`src/rtl/mii_tx_arbiter_if.sv`:
```
// Bundle between the two MAC-side frame sources, the arbiter and the
// SGMII bridge's MII TX inputs.
interface mii_tx_arbiter_if;
  logic       req0;
  logic       req1;
  logic [3:0] req0_txd;
  logic [3:0] req1_txd;
  logic       req0_tx_en;
  logic       req1_tx_en;
  logic       req0_tx_er;
  logic       req1_tx_er;
  logic       gnt0;
  logic       gnt1;
  logic [3:0] mii_txd;
  logic       mii_tx_en;
  logic       mii_tx_er;
  logic       jabber;
  logic       busy;

  modport master (
    output req0, req1, req0_txd, req1_txd, req0_tx_en, req1_tx_en,
           req0_tx_er, req1_tx_er,
    input  gnt0, gnt1, mii_txd, mii_tx_en, mii_tx_er, jabber, busy
  );

  modport slave (
    input  req0, req1, req0_txd, req1_txd, req0_tx_en, req1_tx_en,
           req0_tx_er, req1_tx_er,
    output gnt0, gnt1, mii_txd, mii_tx_en, mii_tx_er, jabber, busy
  );
endinterface

```
`src/rtl/mii_tx_arbiter.sv`:
```
// Frame-atomic round-robin arbiter sharing one MII TX port between two
// sources, with inter-frame gap, grant-to-start timeout and jabber abort.
module mii_tx_arbiter #(
  parameter int unsigned IFG_NIBBLES       = 24,
  parameter int unsigned START_TIMEOUT     = 16,
  parameter int unsigned MAX_FRAME_NIBBLES = 3044
) (
  input  logic            mii_txclk,
  input  logic            rst_l,
  mii_tx_arbiter_if.slave bus
);

  localparam logic [15:0] START_LAST = 16'(START_TIMEOUT - 1);
  localparam logic [15:0] FRAME_LAST = 16'(MAX_FRAME_NIBBLES - 1);
  localparam logic [15:0] IFG_LAST   = 16'(IFG_NIBBLES - 1);

  typedef enum logic [1:0] {IDLE, GRANT_WAIT, ACTIVE, IFG} state_t;

  state_t      state, state_nxt;
  logic [15:0] count, count_nxt;
  logic        gnt0_q, gnt1_q, gnt0_nxt, gnt1_nxt;
  logic        last_served, last_served_nxt;
  logic        pass, jabber_nxt;
  logic        sel_req, sel_en, sel_er;
  logic [3:0]  sel_txd;
  logic [3:0]  txd_q;
  logic        tx_en_q, tx_er_q, jabber_q, busy_q;

  // Only the granted source is ever looked at; gnt1 picks the mux leg.
  assign sel_req = gnt1_q ? bus.req1       : bus.req0;
  assign sel_en  = gnt1_q ? bus.req1_tx_en : bus.req0_tx_en;
  assign sel_er  = gnt1_q ? bus.req1_tx_er : bus.req0_tx_er;
  assign sel_txd = gnt1_q ? bus.req1_txd   : bus.req0_txd;

  always_comb begin
    state_nxt       = state;
    gnt0_nxt        = gnt0_q;
    gnt1_nxt        = gnt1_q;
    last_served_nxt = last_served;
    pass            = 1'b0;
    jabber_nxt      = 1'b0;
    case (state)
      IDLE: begin
        if (bus.req0 || bus.req1) begin
          state_nxt = GRANT_WAIT;
          if (bus.req0 && (!bus.req1 || last_served)) begin
            gnt0_nxt        = 1'b1;
            last_served_nxt = 1'b0;
          end else begin
            gnt1_nxt        = 1'b1;
            last_served_nxt = 1'b1;
          end
        end
      end
      GRANT_WAIT: begin
        if (sel_en) begin
          state_nxt = ACTIVE;
          pass      = 1'b1;
        end else if (!sel_req || count == START_LAST) begin
          state_nxt = IDLE;
          gnt0_nxt  = 1'b0;
          gnt1_nxt  = 1'b0;
        end else begin
          pass = 1'b1;
        end
      end
      ACTIVE: begin
        if (!sel_en) begin
          state_nxt = IFG;
          gnt0_nxt  = 1'b0;
          gnt1_nxt  = 1'b0;
        end else if (count == FRAME_LAST) begin
          state_nxt  = IFG;
          gnt0_nxt   = 1'b0;
          gnt1_nxt   = 1'b0;
          jabber_nxt = 1'b1;
        end else begin
          pass = 1'b1;
        end
      end
      IFG: begin
        if (count == IFG_LAST) state_nxt = IDLE;
      end
      default: state_nxt = IDLE;
    endcase
  end

  // Counter restarts from zero on every state entry and idles at zero.
  assign count_nxt = (state_nxt != state || state == IDLE) ? '0 : count + 16'd1;

  always_ff @(posedge mii_txclk or negedge rst_l) begin
    if (!rst_l) begin
      state       <= IDLE;
      count       <= '0;
      gnt0_q      <= 1'b0;
      gnt1_q      <= 1'b0;
      last_served <= 1'b1;
      txd_q       <= '0;
      tx_en_q     <= 1'b0;
      tx_er_q     <= 1'b0;
      jabber_q    <= 1'b0;
      busy_q      <= 1'b0;
    end else begin
      state       <= state_nxt;
      count       <= count_nxt;
      gnt0_q      <= gnt0_nxt;
      gnt1_q      <= gnt1_nxt;
      last_served <= last_served_nxt;
      txd_q       <= pass ? sel_txd : '0;
      tx_en_q     <= pass & sel_en;
      tx_er_q     <= pass & sel_er;
      jabber_q    <= jabber_nxt;
      busy_q      <= (state_nxt != IDLE);
    end
  end

  assign bus.gnt0      = gnt0_q;
  assign bus.gnt1      = gnt1_q;
  assign bus.mii_txd   = txd_q;
  assign bus.mii_tx_en = tx_en_q;
  assign bus.mii_tx_er = tx_er_q;
  assign bus.jabber    = jabber_q;
  assign bus.busy      = busy_q;

endmodule
```
`src/flat_wrapper.sv`:
```
// flat-port wrapper written by rule: the top's interface ports become plain ports
module mii_tx_arbiter_flat 
#(
  parameter int unsigned IFG_NIBBLES       = 24,
  parameter int unsigned START_TIMEOUT     = 16,
  parameter int unsigned MAX_FRAME_NIBBLES = 3044
)
  (mii_txclk, rst_l, bus_req0, bus_req1, bus_req0_txd, bus_req1_txd, bus_req0_tx_en, bus_req1_tx_en, bus_req0_tx_er, bus_req1_tx_er, bus_gnt0, bus_gnt1, bus_mii_txd, bus_mii_tx_en, bus_mii_tx_er, bus_jabber, bus_busy);
  mii_tx_arbiter_if bus_i ();
  input  logic mii_txclk;
  input  logic rst_l;
  input wire logic [$bits(bus_i.req0)-1:0] bus_req0;
  input wire logic [$bits(bus_i.req1)-1:0] bus_req1;
  input wire logic [$bits(bus_i.req0_txd)-1:0] bus_req0_txd;
  input wire logic [$bits(bus_i.req1_txd)-1:0] bus_req1_txd;
  input wire logic [$bits(bus_i.req0_tx_en)-1:0] bus_req0_tx_en;
  input wire logic [$bits(bus_i.req1_tx_en)-1:0] bus_req1_tx_en;
  input wire logic [$bits(bus_i.req0_tx_er)-1:0] bus_req0_tx_er;
  input wire logic [$bits(bus_i.req1_tx_er)-1:0] bus_req1_tx_er;
  output wire logic [$bits(bus_i.gnt0)-1:0] bus_gnt0;
  output wire logic [$bits(bus_i.gnt1)-1:0] bus_gnt1;
  output wire logic [$bits(bus_i.mii_txd)-1:0] bus_mii_txd;
  output wire logic [$bits(bus_i.mii_tx_en)-1:0] bus_mii_tx_en;
  output wire logic [$bits(bus_i.mii_tx_er)-1:0] bus_mii_tx_er;
  output wire logic [$bits(bus_i.jabber)-1:0] bus_jabber;
  output wire logic [$bits(bus_i.busy)-1:0] bus_busy;
  assign bus_i.req0 = bus_req0;
  assign bus_i.req1 = bus_req1;
  assign bus_i.req0_txd = bus_req0_txd;
  assign bus_i.req1_txd = bus_req1_txd;
  assign bus_i.req0_tx_en = bus_req0_tx_en;
  assign bus_i.req1_tx_en = bus_req1_tx_en;
  assign bus_i.req0_tx_er = bus_req0_tx_er;
  assign bus_i.req1_tx_er = bus_req1_tx_er;
  assign bus_gnt0 = bus_i.gnt0;
  assign bus_gnt1 = bus_i.gnt1;
  assign bus_mii_txd = bus_i.mii_txd;
  assign bus_mii_tx_en = bus_i.mii_tx_en;
  assign bus_mii_tx_er = bus_i.mii_tx_er;
  assign bus_jabber = bus_i.jabber;
  assign bus_busy = bus_i.busy;
  mii_tx_arbiter #(.IFG_NIBBLES(IFG_NIBBLES), .START_TIMEOUT(START_TIMEOUT), .MAX_FRAME_NIBBLES(MAX_FRAME_NIBBLES)) u_core (.mii_txclk(mii_txclk), .rst_l(rst_l), .bus(bus_i));
endmodule
```
`config.mk`:
```
export PLATFORM = sky130hd
export DESIGN_NAME = mii_tx_arbiter_flat
export DESIGN_NICKNAME = d
export VERILOG_FILES = /design/src/rtl/mii_tx_arbiter_if.sv /design/src/rtl/mii_tx_arbiter.sv /design/src/flat_wrapper.sv
export SDC_FILE = /design/constraint.sdc
export NUM_CORES = 1
export LEC_CHECK = 0
export CELL_PAD_IN_SITES_DETAIL_PLACEMENT = 0
export CELL_PAD_IN_SITES_GLOBAL_PLACEMENT = 2
export CORE_ASPECT_RATIO = 0.5
export CORE_MARGIN = 2
export CORE_UTILIZATION = 35
export CTS_CLUSTER_DIAMETER = 100
export DETAILED_ROUTE_END_ITERATION = 6
export PLACE_DENSITY_LB_ADDON = 0.1
export SYNTH_ARGS = -nofsm -noshare
export SYNTH_HDL_FRONTEND = slang
export SYNTH_SLANG_ARGS = --single-unit
```
`constraint.sdc`:
```
create_clock -name mii_txclk -period 4.65 [get_ports mii_txclk]
set_clock_uncertainty 0.1 [all_clocks]
set_input_delay 1.395 -clock mii_txclk [delete_from_list [all_inputs] [get_ports mii_txclk]]
set_output_delay 1.395 -clock mii_txclk [all_outputs]
set_load 0.05 [all_outputs]
```
Yosys cells after proc, flatten, opt, wreduce, memory -nomap -nowiden --
Index checks and enable logic that the tools add are counted.
Word-level totals: flip-flop bits (word level) 29, latch bits 0, RAM bits 0, ROM bits 0, input bits 16, output and inout bits 10, word-level logic and storage cells 71, memories 0
Cells by class: $add $sub $neg 1, multipliers 0, divide/modulo/power cells 0, order comparisons 0, equality and inequality tests 13, shift operators 0, multiplexer cells 32, bitwise operators 2, reduce and logical (&&, ||, !) cells 13
Operator list (count):
- 1-bit two-way mux | 19
- 16-bit by 1-bit adder with 16-bit output (second input constant) | 1
- 16-bit by 12-bit equality test with 1-bit output (second input constant) | 1
- 16-bit by 4-bit equality test with 1-bit output (second input constant) | 1
- 16-bit by 5-bit equality test with 1-bit output (second input constant) | 1
- 16-bit two-way mux | 1
- 2-bit two-way mux | 6
- 6-bit AND reduction | 2
- 4-bit two-way mux | 2
- 2-bit one-hot mux with 4 select lines | 1
- 2-bit by 1-bit inequality test with 1-bit output (second input constant) | 3
- 1-bit one-hot mux with 3 select lines | 2
- 2-bit equality test (second input constant) | 2
- 1-bit logical OR | 4
- 2-bit inequality test (second input constant) | 2
- 3-bit inequality test (second input constant) | 1
- 3-bit nonzero test | 1
- 1-bit bitwise AND | 2
- 2-bit by 1-bit equality test with 1-bit output (second input constant) | 1
- 1-bit zero test | 2
- 2-bit zero test | 1
- 2-bit inequality test | 1
- 1-bit one-hot mux with 2 select lines | 1
- 2-bit AND reduction | 1
- other kinds (2) | 2

Depth between registers and ports, before layout --
depth in word-level cells 9, gate-level depth with buffers 9, depth with buffers taken out 7

Worst setup path before layout --
Ideal clock, no wire load.
path kind input-to-reg, start in bus_req0_tx_en, end reg u_core.count[13], setup time 0.071 ns, arrival 2.574 ns, required time 4.479 ns, path slack 1.904 ns, stages 7, buffers on the path 1, cell sequence mux2_4 > a21oi_2 > nor2_1 > a311oi_2 > o211ai_2 > buf_6 > nor2_1
On the way: longest elaborated chain between the ends 6, elaborated cells on any way between the ends 7, those cells by class eq/ne: 1; mux: 5; reduce/logical: 1
RTL lines:
- from (decl) | line flat_wrapper.sv:16 | input wire logic [$bits(bus_i.req0_tx_en)-1:0] bus_req0_tx_en;
- 1-bit two-way mux * | line mii_tx_arbiter.sv:31 | assign sel_en = gnt1_q ? bus.req1_tx_en : bus.req0_tx_en;
- 2-bit two-way mux, on equally long branches | line mii_tx_arbiter.sv:68, mii_tx_arbiter.sv:56
- 2-bit one-hot mux with 4 select lines * | line mii_tx_arbiter.sv:42 | case (state)
- 2-bit inequality test * | line mii_tx_arbiter.sv:89 | assign count_nxt = (state_nxt != state || state == IDLE) ? '0 : count + 16'd1;
- 1-bit logical OR * | line mii_tx_arbiter.sv:89
- 16-bit two-way mux * | line mii_tx_arbiter.sv:89
- via u_core.count_nxt[13] | line mii_tx_arbiter.sv:20 | logic [15:0] count, count_nxt;
- to (signal assigned) | line mii_tx_arbiter.sv:105 | count <= count_nxt;
- to (decl) | line mii_tx_arbiter.sv:20
Mark *: on every way through the listed nets, which the timed path passes. The rest lies on a longest branch. A chain may end at the register's enable or synchronous reset.

Final worst setup path --
start reg u_core.gnt1_q (netlist: u_core.bus.gnt1), end out bus_gnt1
RTL lines:
- from (decl) | line mii_tx_arbiter.sv:21 | logic gnt0_q, gnt1_q, gnt0_nxt, gnt1_nxt;
- from (signal assigned) | line mii_tx_arbiter.sv:107 | gnt1_q <= gnt1_nxt;
- to (decl) | line flat_wrapper.sv:21 | output wire logic [$bits(bus_i.gnt1)-1:0] bus_gnt1;
No word-level cell between the ends.

==> impl_metrics.json <==
{
  "run_status": "finished clean",
  "power_density_nw_per_um2": 561,
  "endpoint_kind": "output port",
  "synth_commonest_cells": "dfrtp_1, nor2_1, nand2_1, inv_1",
  "die_x_um": 97.6,
  "cp_num_buf_inv": 1,
  "max_freq_ghz": 0.300,
  "via_per_inst": 4.91,
  "fin_crit_ns": 3.34,
  "crit_family": "buffers and inverters",
  "crit_start": "u_core.bus.gnt1",
  "grt_pass1_vias": 1150,
  "numCtsBuffers": 5,
  "hold_viol": 0,
  "initial_utilization_pct": 37.9,
  "via_count": 1178,
  "irDropWorstVdd_mv": 0.159,
  "cts_resized": 0,
  "netlist.area_leader.share_pct": 45.7,
  "dp.cells": 232,
  "syn-cell-area_um2": 1530,
  "num_rows": 16,
  "die_h_um": 50.8,
  "synth_edf_count": 0,
  "ant_nets": 0,
  "cts_root_buf": "clkbuf_8",
  "tightestPinTransition_ns": 0.716,
  "drive_above_1_share_pct": 5.91,
  "rr_worst_depth": 6,
  "rsz0062_at_grt": "false",
  "layout.cells.non_filler": 240,
  "io_buffers": 25,
  "yosys.area.top_type": "dfrtp_1",
  "dieArea_um2": 4960,
  "final_min_period_over_clock_period_pct": 71.8,
  "leakage_nw": 0.828,
  "routedWlPerCell_um": 13.6,
  "syn_nets": 176,
  "clk_latency_ns": 0.27,
  "drt_iter0_drc": 37,
  "grt_antenna_before_repair": 0,
  "slew_headroom_pct": 52.1,
  "slowest_stage": "clkdlybuf4s50_1",
  "cts_buffer_depth": 2,
  "power_w": 0.00107,
  "overflow": 0,
  "drt-pass1-iter-count": 4,
  "syn_avg_cell_area_um2": 9.90,
  "r2r_start": "u_core.bus.gnt1",
  "ctsHoldBuffers": 0,
  "min-delay-start": "u_core.count[0]",
  "r2r-end": "u_core.count[11]",
  "hold_class": "flip-flop to flip-flop",
  "final-max-slew-violation-count": 0,
  "core_area_um2": 4040,
  "ys_seq_area_share_pct": 47.4,
  "fillerInstances": 399,
  "slowest_delay_ns": 0.90,
  "fin_nets": 206,
  "cts_tree": "done",
  "routabilityCongestion": 0.899,
  "grt_max_degree": 30,
  "clock-sinks": 29,
  "path_class": "flip-flop to output port",
  "start_kind": "flip-flop",
  "crit_arrival_ns": 1.84,
  "multiInputGateArea_um2": 747,
  "post-place-ws_ns": 1.16,
  "htreeDepth": 2,
  "grt_pass1_wl_um": 5710,
  "async_flop_share_pct": 100,
  "ys_warn_count": 0,
  "whs_endpoint": "u_core.count[0]",
  "ys_top_cells_by_area": "dfrtp_1, nor2_1, mux2i_1",
  "crit_chain": "clkdlybuf4s50_1",
  "regArea_um2": 727,
  "synth.distinct_cells": 36,
  "drc": 0,
  "pin_count": 26,
  "critical_path.max_fanout": 10,
  "num_antenna_cells": 0,
  "grt_usage_pct": 15.0,
  "setup_violations": 0,
  "r2r_slack_ns": 2.28,
  "routed_wl_um": 3270,
  "drv_cap": 0,
  "crit_required_ns": 3.15,
  "synth_ff_type": "dfrtp_1",
  "synth-seq-cells": 29,
  "timing.final.ws_setup_ns": 1.31,
  "post_cts_buffers": 0,
  "hold_path_depth": 1,
  "dp_hpwl_um": 2320,
  "setup_tns_ns": 0,
  "syn_inst": 155,
  "area_growth_pct": 24.7,
  "clkTransAtPathRegs_ns": 0.06
}
## layer usage
layer	GRT usage, %	wire length (um)	part of all wire, %
met1	21.3	1730	53
met2	21.6	1350	41
met3	5.61	192	5.9
met4	3.47	0	0
met5	0	0	0
## cells in the final DEF, fill, tap and decap left out, drive strengths merged, types with 4 or more instances in the layout
cell type,count
o211ai,4
inv,9
clkbuf,8
ha,5
nand3,6
nand4,4
clkdlybuf4s50,25
mux2i,8
nor2,28
xor2,8
dfrtp,28
xnor2,6
a21oi,4
nand2,12
## final cells by class
| class | instances | area share (%) |
|---|---|---|
| sequential | 29 | 38.0 |
| clock buffer | 8 | 4.19 |
| timing repair buffer | 26 | 13.5 |
| tap | 54 | 3.53 |
| inverter | 9 | 1.77 |
| multi-input combinational | 114 | 39.0 |
## metrics by stage
| step | hold WS, ns | utilization, % | area, um2 |
|---|---|---|---|
| 6_report | 0.364 | 47.3 | 1910 |
| 3_3_place_gp | 0.347 | 45.3 | 1830 |
| 3_5_place_dp | 0.358 | 45.3 | 1830 |
| 4_1_cts | 0.366 | 47.3 | 1910 |
| 5_1_grt | 0.402 | 47.3 | 1910 |
| 2_1_floorplan | 0.322 | - | 1530 |
## worst max-delay path by stage
stage	end	slack, ns	cells after the start
2_1_floorplan	u_core.count[13]	1.90	7
3_3_place_gp	u_core.count[13]	1.21	7
3_5_place_dp	u_core.count[11]	1.16	7
4_1_cts	bus_gnt1	1.29	1
5_1_grt	bus_gnt1	1.24	1
6_report	bus_gnt1	1.31	1
## flip-flops by register name, summed over array words and instances (netlist names)
signal	cells
u_core.bus.mii_txd	4
u_core.bus.jabber	1
u_core.bus.mii_tx_en	1
u_core.bus.gnt1	1
u_core.bus.busy	1
u_core.last_served	1
u_core.bus.gnt0	1
u_core.bus.mii_tx_er	1
u_core.count	16
u_core.state	2
## power by group
| part | leakage, nW | switching [W] | internal [W] | total (W) |
|---|---|---|---|---|
| Combinational | 0.401 | 0.000331 | 0.000188 | 0.000519 |
| Sequential | 0.388 | 0.0000472 | 0.000312 | 0.000359 |
| Clock | 0.0395 | 0.0000893 | 0.000106 | 0.000195 |
## cell families (layout without fill, tap and decap cells)
kind of cell / Yosys count / count (layout) / share of synthesized area, %
AOI/OAI and AO/OA: 18 / 18 / 8.81
adders and majority gates: 5 / 5 / 4.08
DFF: 29 / 29 / 47.4
buffers and inverters: 12 / 43 / 3.91
muxes: 9 / 9 / 6.20
xor gates and xnor gates: 14 / 14 / 7.99
and+or+nand+nor: 68 / 68 / 21.6
Note: power is estimated with default switching activity, not from simulation.
